## src/rtl/ps2_key_event.sv

```systemverilog
// Turns PS/2 scan-code bytes into {code, ext, release} key events and queues them in a FWFT FIFO.
// Define PS2_TYPEMATIC_FILTER_EN to suppress typematic repeats of a held key.
module ps2_key_event #(
    parameter int unsigned FIFO_DEPTH     = 8,
    parameter int unsigned TIMEOUT_CYCLES = 1000000
) (
    input  logic                        clk,
    input  logic                        rst,
    input  logic                        byte_valid,
    input  logic [7:0]                  byte_data,
    input  logic                        byte_error,
    output logic                        evt_valid,
    input  logic                        evt_ready,
    output logic [7:0]                  evt_code,
    output logic                        evt_ext,
    output logic                        evt_release,
    output logic [$clog2(FIFO_DEPTH):0] evt_count,
    output logic                        err_drop,
    output logic                        overflow
);
    localparam int unsigned AW = $clog2(FIFO_DEPTH);
    localparam int unsigned TW = $clog2(TIMEOUT_CYCLES);
    localparam logic [TW-1:0] TMO_LAST = TW'(TIMEOUT_CYCLES - 1);
    localparam logic [AW:0]   CNT_FULL = (AW + 1)'(FIFO_DEPTH);

    typedef enum logic [1:0] {StIdle, StE0, StF0, StE0F0} state_e;

    state_e          state_q;
    logic [TW-1:0]   tmo_q;
    logic [9:0]      mem_q [FIFO_DEPTH];
    logic [AW-1:0]   wr_ptr_q;
    logic [AW-1:0]   rd_ptr_q;
    logic [AW:0]     count_q;

    logic is_e0, is_f0, is_ctrl;
    logic emit, new_ext, new_rel, suppress;
    logic push_req, push_ok, pop, full;

    always_comb begin
        is_e0   = (byte_data == 8'hE0);
        is_f0   = (byte_data == 8'hF0);
        is_ctrl = 1'b0;
        case (byte_data)
            8'h00, 8'hAA, 8'hE1, 8'hEE, 8'hFA, 8'hFC, 8'hFD, 8'hFE, 8'hFF: is_ctrl = 1'b1;
            default:                                                        is_ctrl = 1'b0;
        endcase
        emit    = byte_valid & ~byte_error & ~is_ctrl & ~is_e0 & ~is_f0;
        new_ext = (state_q == StE0) || (state_q == StE0F0);
        new_rel = (state_q == StF0) || (state_q == StE0F0);
    end

`ifdef PS2_TYPEMATIC_FILTER_EN
    logic [8:0] last_make_q;
    logic       held_q;

    assign suppress = emit & ~new_rel & held_q & (last_make_q == {new_ext, byte_data});

    always_ff @(posedge clk) begin
        if (rst) begin
            last_make_q <= '0;
            held_q      <= 1'b0;
        end else if (push_req) begin
            if (!new_rel) begin
                last_make_q <= {new_ext, byte_data};
                held_q      <= 1'b1;
            end else if (last_make_q == {new_ext, byte_data}) begin
                held_q      <= 1'b0;
            end
        end
    end
`else
    assign suppress = 1'b0;
`endif

    assign push_req = emit & ~suppress;
    assign full     = (count_q == CNT_FULL);
    assign pop      = evt_valid & evt_ready;
    // A full FIFO still accepts a push when the head leaves in the same cycle.
    assign push_ok  = push_req & (~full | pop);

    // Prefix FSM with abandon timer; the timer only runs while a prefix is pending.
    always_ff @(posedge clk) begin
        if (rst) begin
            state_q  <= StIdle;
            tmo_q    <= '0;
            err_drop <= 1'b0;
        end else begin
            err_drop <= byte_valid & byte_error;
            if (byte_valid) begin
                tmo_q <= '0;
                if (byte_error || is_ctrl) begin
                    state_q <= StIdle;
                end else if (is_e0) begin
                    state_q <= StE0;
                end else if (is_f0) begin
                    if (state_q == StIdle)    state_q <= StF0;
                    else if (state_q == StE0) state_q <= StE0F0;
                end else begin
                    state_q <= StIdle;
                end
            end else if (state_q == StIdle) begin
                tmo_q <= '0;
            end else if (tmo_q == TMO_LAST) begin
                state_q <= StIdle;
                tmo_q   <= '0;
            end else begin
                tmo_q <= tmo_q + TW'(1);
            end
        end
    end

    always_ff @(posedge clk) begin
        if (rst) begin
            for (int i = 0; i < FIFO_DEPTH; i++) mem_q[i] <= '0;
            wr_ptr_q <= '0;
            rd_ptr_q <= '0;
            count_q  <= '0;
            overflow <= 1'b0;
        end else begin
            if (push_ok) begin
                mem_q[wr_ptr_q] <= {new_ext, new_rel, byte_data};
                wr_ptr_q        <= wr_ptr_q + AW'(1);
            end
            if (pop) rd_ptr_q <= rd_ptr_q + AW'(1);
            if (push_ok && !pop)      count_q <= count_q + (AW + 1)'(1);
            else if (!push_ok && pop) count_q <= count_q - (AW + 1)'(1);
            if (push_req && full && !pop) overflow <= 1'b1;
        end
    end

    assign evt_valid                          = (count_q != '0);
    assign evt_count                          = count_q;
    assign {evt_ext, evt_release, evt_code}   = mem_q[rd_ptr_q];

endmodule

```

## config.mk

```make
export PLATFORM = sky130hd
export DESIGN_NAME = ps2_key_event
export DESIGN_NICKNAME = d
export VERILOG_FILES = /design/src/rtl/ps2_key_event.sv
export SDC_FILE = /design/constraint.sdc
export NUM_CORES = 1
export LEC_CHECK = 0
export BUFFER_PORTS_ARGS = -buffer_cell sky130_fd_sc_hd__buf_2
export CAP_MARGIN = 20
export CORE_ASPECT_RATIO = 0.8
export CORE_MARGIN = 2
export CORE_UTILIZATION = 35
export CTS_CLUSTER_DIAMETER = 100
export DETAILED_ROUTE_END_ITERATION = 7
export GPL_TIMING_DRIVEN = 0
export HOLD_SLACK_MARGIN = 0.08
export PLACE_DENSITY_LB_ADDON = 0.05
export SLEW_MARGIN = 20
export SYNTH_ARGS = -nofsm -noshare
export SYNTH_HDL_FRONTEND = slang
export SYNTH_SLANG_ARGS = --single-unit
```

## constraint.sdc

```tcl
create_clock -name clk -period 4 [get_ports clk]
set_clock_uncertainty 0.15 [all_clocks]
set_input_delay 0 -clock clk [delete_from_list [all_inputs] [get_ports clk]]
set_output_delay 0 -clock clk [all_outputs]
set_load 0.02 [all_outputs]
```

After elaboration in Yosys (flattened, before gate mapping)

Memories as Yosys holds them, arrays and structs flattened. A register that Yosys moved wholly into a read port is not among the register bits.
Cells that the tools add are included.

Bitwise logic cells: 13
Reductions and logical operators: 18
Multiply operators: 0
Shift-type cells: 0
Mux-type cells: 21
Divide/modulo/power cells: 0
$lt $le $gt $ge: 0
Equal/unequal tests: 17
$add $sub $neg: 5

Operators with widths:

| kind                  | count |
|---|---|
| $eq 8x8->1 const B    | 10 |
| $add 20x1->20 const B | 1 |
| $eq 20x20->1 const B  | 1 |
| $mux 2                | 8 |
| $mux 10               | 1 |
| $reduce_or 10->1      | 1 |
| $mux 3                | 3 |
| $reduce_or 9->1       | 1 |
| $logic_not 8->1       | 1 |
| $mux 4                | 2 |
| $and 1x1->1           | 7 |
| $mux 1                | 7 |
| $add 3x1->3 const B   | 2 |
| $ne 6x3->1 const B    | 1 |
| $not 1->1             | 5 |
| $add 4x1->4 const B   | 1 |
| $eq 2x2->1 const B    | 2 |
| $eq 4x4->1 const B    | 1 |
| $logic_and 1x1->1     | 4 |
| $reduce_bool 2->1     | 2 |
| $reduce_bool 4->1     | 1 |
| $reduce_or 4->1       | 1 |
| $sub 4x1->4 const B   | 1 |
| $logic_or 1x1->1      | 3 |
| 6 further kinds       | 7 |

Bits of input ports: 13
Register bits after elaboration: 34
Logic and storage cells: 82
Memories: 1
Latch bits: 0
Output and inout bits: 17
Memory bits (read-only): 0
Bits in writable memories: 80

Memories:

| memory | words | width | read ports | clocked after Yosys merged registers in | write ports | line | RTL |
|---|---|---|---|---|---|---|---|
| mem_q  | 8     | 10    | 1          | 1                                       | 8           | 30   | `logic [9:0] mem_q [FIFO_DEPTH];` |

Depth between registers and ports, before layout

Gate-level depths: netlist of run 1.

Depth in word-level cells: 13
Depth in mapped cells: 14
Mapped depth without buffers: 12

Least setup slack after synthesis of run 1

No wires, ideal clock.

Kind: flip-flop to flip-flop
Start: register count_q[3], in the netlist evt_count[3]
End: register count_q[3], in the netlist evt_count[3]
Period minus slack after synthesis: 2.984 ns
Data required time: 3.780 ns
Buffers on the path: 1
Path slack: 1.016 ns
Library setup time: 0.070 ns
Data arrival time: 2.763 ns
Cell stages (with the launch flop): 14
Path through: dfxtp_1 > or2b_2 > nor4_4 > nor4_4 > and2_1 > buf_6 > ha_1 > inv_1 > ha_1 > a21o_1 > a21oi_1 > xnor2_1 > or3_1 > a21oi_1

Cells in the longest elaborated chain, start to end: 7
Elaborated cells between the ends (all ways): 15
Classes of those cells: add/sub (2); eq/ne (1); mux (2); bitwise (4); reduce/logical (6)

Ends and longest elaborated chain:

| what                                            | line    | RTL |
|---|---|---|
| start: declaration                              | 33      | `logic [AW:0] count_q;` |
| start signal: assignment                        | 125     | `if (push_ok && !pop) count_q <= count_q + (AW + 1)'(1);` |
| start signal: assignment                        | 126     | `else if (!push_ok && pop) count_q <= count_q - (AW + 1)'(1);` |
| $reduce_bool 4->1 or $eq 4x4->1 (tied branches) | 131, 76 |  |
| $and 1x1->1 or $not 1->1 (tied branches)        | 77, 79  |  |
| $or 1x1->1                                      | 79      | `assign push_ok = push_req & (~full \| pop);` |
| $and 1x1->1                                     | 79      |  |
| $logic_not 1->1                                 | 126     |  |
| $logic_and 1x1->1                               | 126     |  |
| $reduce_bool 2->1 (no source line)              | --      |  |

Parallel ways exist; a longest one is shown, timed or not. The select of a mux whose other input is x is not followed.
A chain may end at the register's enable or synchronous reset.

Worst setup path in the final report of run 1

Start: input byte_data[2]
End: register count_q[3], in the netlist evt_count[3]

Cells in the longest elaborated chain, start to end: 11
Elaborated cells between the ends (all ways): 25
Classes of those cells: eq/ne (10); mux (2); bitwise (7); reduce/logical (6)

Ends and longest elaborated chain:

| what                                          | line | RTL |
|---|---|---|
| start: declaration                            | 10   | `input logic [7:0] byte_data,` |
| $eq 8x8->1 or $logic_not 8->1 (tied branches) | 43   | `case (byte_data)` |
| $reduce_or 9->1                               | 43   |  |
| $mux 1                                        | 43   |  |
| $not 1->1                                     | 47   | `emit = byte_valid & ~byte_error & ~is_ctrl & ~is_e0 & ~is_f0;` |
| $and 1x1->1 (2 in series)                     | 47   |  |
| $and 1x1->1 *                                 | 47   |  |
| $and 1x1->1 *                                 | 79   |  |
| $logic_not 1->1                               | 126  |  |
| $logic_and 1x1->1                             | 126  |  |
| $reduce_bool 2->1 (no source line)            | --   |  |

Every way passes the cells marked *; elsewhere a longest branch is shown, timed or not.

==> key figures, run 1 <==
Hold path
  • Hold Crit Class: in -> reg
  • Worst Hold End: evt_count[0]$_SDFFE_PP0P_
  • Hold Path Stages: 3
  • Min-delay src: rst

Synthesis
  • Post-synth top area cell: edfxtp_1
  • EDFF count, synth: 80
  • Post-synthesis simple-gate area fraction: 0.183
  • Post-Syn Area per Cell: 12.1 um^2
  • Multiplexer area fraction after synthesis: 0.107
  • Main area contributors after synthesis: edfxtp_1 (45%), dfxtp_1 (14%), mux4_2 (8.4%)
  • Synth unique cells: 53
  • Synth top area share: 0.449
  • Compound-cell area share of the yosys netlist: 0.0402
  • Post-synthesis xor/xnor area fraction: 0.0376
  • Synth Register Bits: 117
  • Synth Flop Type: edfxtp_1
  • Seq/Total Area, Yosys: 0.587
  • Syn_nets: 463
  • Netlist Area Pre-Place: 5350 um^2
  • Synth Area in Adders: 0.0178
  • Post-Synthesis Cells: 443
  • Async SR Flop Fraction: 0
  • Main combinational cell family by area after synthesis: simple AND/OR/NAND/NOR gates
  • Yosys warnings: 0

Worst setup path
  • CP Capture Type: register
  • R2R Path End: state_q[1]$_SDFFE_PP0P_
  • Crit Path Class: in -> reg
  • Largest stage delay, worst path: 580 ps
  • Reg2Reg Setup Slack: 730 ps
  • CP Cell Sequence: dlygate4sd3_1, buf_2, nand4b_1, dlygate4sd3_1, nor4_2, nor4_4, and2_1, buf_6, ha_1, inv_1, ha_1, a21o_1, a21oi_1, xnor2_1, or3_1, a21oi_1
  • CP Launch Type: primary input
  • Crit Path Max Fanout: 9
  • Reg-to-Reg Start: tmo_q[13]$_SDFF_PP0_
  • Reg2reg path depth: 7
  • Crit path max-delay family: buffers and inverters
  • Slowest CP cell: dlygate4sd3_1
  • Buf/Inv on CP: 5
  • Critical path data required time: 4180 ps
  • Worst EP arrival: 3820 ps

Layout
  • Final cell count without fillers: 708
  • End-of-flow core utilization: 0.430
  • # diodes: 0
  • Commonest non-fill, non-tap cells in the layout: nor2_1 (115), edfxtp_1 (80), buf_2 (37), dfxtp_1 (37), nand2_1 (31)
  • Share of layout cells above drive strength 1: 0.216
  • Synth-to-Final Area Change: 20.3%
  • # fillers: 1435
  • Most common cell after layout, fill and taps aside: nor2_1
  • Layout Nets: 526

GRT
  • Top Usage Layer GRT: met2
  • GR Layer Usage met1: 0.263
  • Gr usage total: 0.186
  • Vias in the first global route: 3647
  • Largest net degree at the start of global routing: 17
  • Initial antenna violation count: 1
  • First-pass GRT wire length: 21.8 mm
  • Global-route met3 utilization: 0.0477
  • Remaining global-route overflow: 0
  • GRT met2 Usage: 0.281

Routing
  • Total wire length: 14.0 mm
  • Routed vias/inst: 5.23
  • Wirelength per Cell: 19.8 um
  • Residual DRC count: 0
  • Drt pass-1 iters: 5
  • Via count: 3700
  • Post-DRT Antenna Nets: 0
  • Initial DRC count: 254

CTS
  • Clock sink count: 117
  • Clock root buffer: clkbuf_16
  • Num CTS Buffers: 17
  • Post-CTS sizing: 0
  • CTS hold repair buffers: 17
  • Worst skew pair latency: 410 ps
  • CTS clk-pin slew, worst paths: 50 ps
  • Htree depth: 4
  • CTS tree: yes
  • CTS max path bufs: 2
  • Post-CTS setup buffer count: 0

Floorplanning
  • Ports: 30
  • DIE WIDTH: 142 um
  • FP Rows: 40
  • Die area: 16300 um^2
  • Initial core utilization: 0.358
  • Core area: 15000 um^2
  • Chip height: 115 um

Timing
  • Setup violators final: 0
  • Worst setup margin: 367 ps
  • TNS Setup: 0 ps
  • RSZ-0062 raised after global routing: no
  • Pins Over Slew Limit: 0
  • Fin crit period: 3630 ps
  • Least-Margin Pin Slew: 857 ps
  • FMAX: 0.275 GHz
  • Fin. Hold Viols: 0
  • Period utilisation layout: 0.908
  • Slew headroom: 0.429

Power and ir drop
  • Power Dens Cells: 539 nW/um^2
  • Seq pwr share: 0.406
  • Peak supply drop: 0.295 mV
  • Gate power share: 0.184
  • P_leak: 2.26 nW
  • Switching power: 0.000936 W
  • Tot Pwr: 0.00347 W
  • Clock share of power: 0.410
  • Internal power: 0.00253 W
  • Net Sw Frac: 0.270

Placed design
  • Final Wtd Congestion: 0.784
  • Setup WS pre-CTS: 872 ps
  • Detail Placement HPWL: 9.13 mm
  • Placed cell count: 659
  • # port buffers: 27

Status
  • Status: finished clean

Flow run
  • Max-cap viol count: 0
## cell families after synthesis
group           count (synthesis)
compound gates                 30
xor+xnor                       23
fa+ha+maj                       7
buf+inv                        28
flops                         117
mux                            31
simple gates                  207
## worst register-to-register path, delay by kind of cell, from the launching register on
kind | cells | cell delay, ps
DFF | 1 | 350
and+or+nand+nor | 3 | 1170
AOI/OAI and AO/OA | 2 | 350
buffers and inverters | 2 | 1130
## per-layer routing
metal	vias to the layer above	share of wire
met1	1824	0.48
met4	0	0.014
met2	121	0.44
met5	-	0
met3	16	0.065
li1	1739	-
## how the worst max path moves through the flow
stage	startpoint	endpoint	slack, ps	cells after the start
finish	byte_data[2]	evt_count[3]$_SDFFE_PP0P_	370	16
global route	byte_data[2]	evt_count[3]$_SDFFE_PP0P_	80	16
CTS	byte_data[2]	evt_count[3]$_SDFFE_PP0P_	380	16
detailed placement	evt_count[3]$_SDFFE_PP0P_	evt_count[3]$_SDFFE_PP0P_	870	13
global placement	evt_count[0]$_SDFFE_PP0P_	evt_count[3]$_SDFFE_PP0P_	850	12
floorplan	evt_count[3]$_SDFFE_PP0P_	evt_count[3]$_SDFFE_PP0P_	1020	13
## power by group through the flow
stage | sequential, W | clock, W | combinational, W
after floorplan | 0.00144 | 0 | 0.000433
after global placement | 0.00143 | 0 | 0.000634
after detailed placement | 0.00143 | 0 | 0.000638
after CTS | 0.00141 | 0.00145 | 0.000651
after global routing | 0.00142 | 0.00152 | 0.000700
final | 0.00141 | 0.00142 | 0.000640
## state kept, by name, summed over array words and instances, names as in the netlist, named ones only
signal	cells
rd_ptr_q	3
wr_ptr_q	3
evt_count	4
tmo_q	20
mem_q	80
overflow	1
err_drop	1
state_q	2
## stage by stage
stage          area (um^2)  hold slack (ps)
2_1_floorplan         5350            -36.2
3_3_place_gp          5720             95.7
3_5_place_dp          5720              105
4_1_cts               6440              164
5_1_grt               6440              230
6_report              6440              169
## Yosys cell counts (2+ instances only)
cell        n
clkbuf_1    8
nand4_1     6
buf_2      10
a21o_2      2
o21ai_0     3
nor4_1      3
buf_4       2
inv_1       5
a21oi_1    10
mux4_2     20
dfxtp_1    37
nand2_1    31
a41o_1      6
nor3_1      8
a31o_2      2
nor4_4      2
a21o_1      2
nor2_1    115
nand3_1    17
or4_1       2
and3_1      3
ha_1        6
mux2_2     10
xnor2_1     8
and4_1      2
xor2_1     15
edfxtp_1   80
nand4b_1    2
or2b_2      2
## final cells by class
cell class                      count  area (um^2)  share of cell area
Tap cell                          189          236              0.0367
Inverter                            5         18.8             0.00291
Clock buffer                       18          429              0.0666
Buffer                             23          124              0.0192
Clock inverter                     14          118              0.0183
Timing Repair Buffer               44          305              0.0474
Sequential cell                   117         3140               0.488
Multi-Input combinational cell    298         2070               0.321
No activity file was read; power rests on OpenSTA's default activity.
==> inputs of run 2 (changes only) <==
Settings changed: RECOVER_POWER from default to 50.
==> run 2 against run 1 <==
  * Worst hold slack improved by 11 ps
  * Critical path type unchanged
  * Core utilization decreased by 0.26 points
  * Register-to-register slack about the same
  * Setup slack got worse by 1.9 ps
  * Clock power about the same
  * Wire length about the same
  * Critical path depth unchanged
  * Sequential power about the same
  * Die area unchanged
  * Global-route usage unchanged
  * Sequential cell count unchanged
==> key figures, run 2 (synthesis results as in run 1) <==
CTS
  • Htree depth: 4 (unchanged)
  • Worst skew pair latency: 410 ps (about the same)
  • CTS hold repair buffers: 17 (unchanged)
  • Post-CTS sizing: 0 (unchanged)
  • Clock sink count: 117 (unchanged)
  • Num CTS Buffers: 17 (unchanged)
  • CTS clk-pin slew, worst paths: 50 ps (about the same)
  • CTS tree: yes
  • Post-CTS setup buffer count: 0 (unchanged)
  • CTS max path bufs: 2 (unchanged)
  • Clock root buffer: clkbuf_16

Layout
  • Synth-to-Final Area Change: 19.6%
  • Share of layout cells above drive strength 1: 0.164 (-0.0520)
  • # fillers: 1454 (+1.3%)
  • Number of flip-flops in the largest register: 80 (unchanged)
  • # diodes: 0 (unchanged)
  • Most common cell after layout, fill and taps aside: nor2_1
  • End-of-flow core utilization: 0.428 (-0.00259)
  • Final cell count without fillers: 708 (unchanged)
  • Top reg by flops: mem_q
  • Layout Nets: 526 (unchanged)
  • Commonest non-fill, non-tap cells in the layout: nor2_1 (115), edfxtp_1 (80), dfxtp_1 (37), clkbuf_1 (36), nand2_1 (31)

Timing
  • Fin crit period: 3630 ps (+1.87 ps)
  • FMAX: 0.275 GHz (about the same)
  • TNS Setup: 0 ps (unchanged)
  • Setup violators final: 0 (unchanged)
  • Least-Margin Pin Slew: 861 ps (+3.43 ps)
  • Pins Over Slew Limit: 0 (unchanged)
  • Fin. Hold Viols: 0 (unchanged)
  • Slew headroom: 0.426 (-0.00229)
  • RSZ-0062 raised after global routing: no
  • Period utilisation layout: 0.909 (about the same)
  • Worst setup margin: 366 ps (-1.87 ps)

Placed design
  • # port buffers: 27 (unchanged)
  • Final Wtd Congestion: 0.784 (unchanged)
  • Placed cell count: 659 (unchanged)
  • Setup WS pre-CTS: 872 ps (unchanged)
  • Detail Placement HPWL: 9.13 mm (unchanged)

Floorplanning
  • DIE WIDTH: 142 um (unchanged)
  • Initial core utilization: 0.358 (unchanged)
  • Ports: 30 (unchanged)
  • Chip height: 115 um (unchanged)
  • Core area: 15000 um^2 (unchanged)
  • Die area: 16300 um^2 (unchanged)
  • FP Rows: 40 (unchanged)

GRT
  • Global-route met3 utilization: 0.0477 (unchanged)
  • Largest net degree at the start of global routing: 17 (unchanged)
  • GRT met2 Usage: 0.281 (unchanged)
  • GR Layer Usage met1: 0.263 (unchanged)
  • Top Usage Layer GRT: met2
  • Gr usage total: 0.186 (unchanged)
  • Initial antenna violation count: 1 (unchanged)
  • Vias in the first global route: 3647 (unchanged)
  • First-pass GRT wire length: 21.8 mm (unchanged)
  • Remaining global-route overflow: 0 (unchanged)

Routing
  • Initial DRC count: 260 (+2.4%)
  • Residual DRC count: 0 (unchanged)
  • Via count: 3679 (-0.57%)
  • Wirelength per Cell: 19.8 um (about the same)
  • Post-DRT Antenna Nets: 0 (unchanged)
  • Routed vias/inst: 5.20 (-0.57%)
  • Drt pass-1 iters: 7 (+2)
  • Total wire length: 14.0 mm (about the same)

Power and ir drop
  • Peak supply drop: 0.295 mV (+0.25%)
  • Power Dens Cells: 540 nW/um^2 (+0.23%)
  • Tot Pwr: 0.00346 W (-0.37%)
  • P_leak: 2.19 nW (-3.4%)

Worst setup path
  • CP Capture Type: register
  • CP Launch Type: primary input
  • Crit Path Class: in -> reg
  • Crit Path Max Fanout: 9 (unchanged)
  • Worst EP arrival: 3820 ps (about the same)
  • Critical path data required time: 4180 ps (about the same)

Status
  • Status: finished clean

Hold path
  • Hold Crit Class: in -> reg

Flow run
  • Max-cap viol count: 0 (unchanged)
-- run 2: changes by cell type in the layout (fill, tap and decap cells not counted) --
cell and change:
buf_2 -25, clkbuf_1 +27, buf_4 -2
-- run 2: critical path, cell delays in order --
cell	delay (ps)
dlygate4sd3_1	530
buf_2	180
nand4b_1	180
dlygate4sd3_1	580
nor4_2	400
nor4_4	150
and2_1	200
buf_6	140
ha_1	210
inv_1	120
ha_1	240
a21o_1	170
a21oi_1	170
xnor2_1	90
or3_1	300
a21oi_1	160
-- run 2: worst paths after layout --
check                        from                   endpoint  slack (ps)  cells past startpoint
min reg2reg   tmo_q[0]$_SDFF_PP0_        tmo_q[0]$_SDFF_PP0_         330                      1
max reg2reg  tmo_q[13]$_SDFF_PP0_    state_q[1]$_SDFFE_PP0P_         740                      7
min                           rst  evt_count[0]$_SDFFE_PP0P_         180                      3
max                  byte_data[2]  evt_count[3]$_SDFFE_PP0P_         370                     16
-- run 2: layout make-up --
class                   count  area [um^2]  area share
multi-input cells         298         2070       0.323
plain buffers              23          108      0.0168
flip-flops and latches    117         3140       0.491
clock inverters            14          118      0.0184
inverters                   5         18.8     0.00293
clock buffers              18          429      0.0670
well taps                 189          236      0.0369
repair buffers             44          283      0.0442
-- run 2: metal layers --
layer | wire length, um | part of all wire | up-vias
li1 | - | - | 1735
met1 | 6850 | 0.49 | 1830
met2 | 6200 | 0.44 | 99
met3 | 789 | 0.056 | 15
met4 | 204 | 0.015 | 0
met5 | 0 | 0 | -
-- run 2: metrics by stage --
stage | cell area [um^2] | hold WS (ps)
2_1_floorplan | 5350 | -36.2
3_3_place_gp | 5720 | 95.7
3_5_place_dp | 5720 | 105
4_1_cts | 6440 | 164
5_1_grt | 6400 | 230
6_report | 6400 | 179
-- run 2: power by group --
part           switching [W]  internal (W)
clock network       0.000530      0.000897
registers          0.0000484       0.00136
logic               0.000361      0.000262
total               0.000939       0.00252
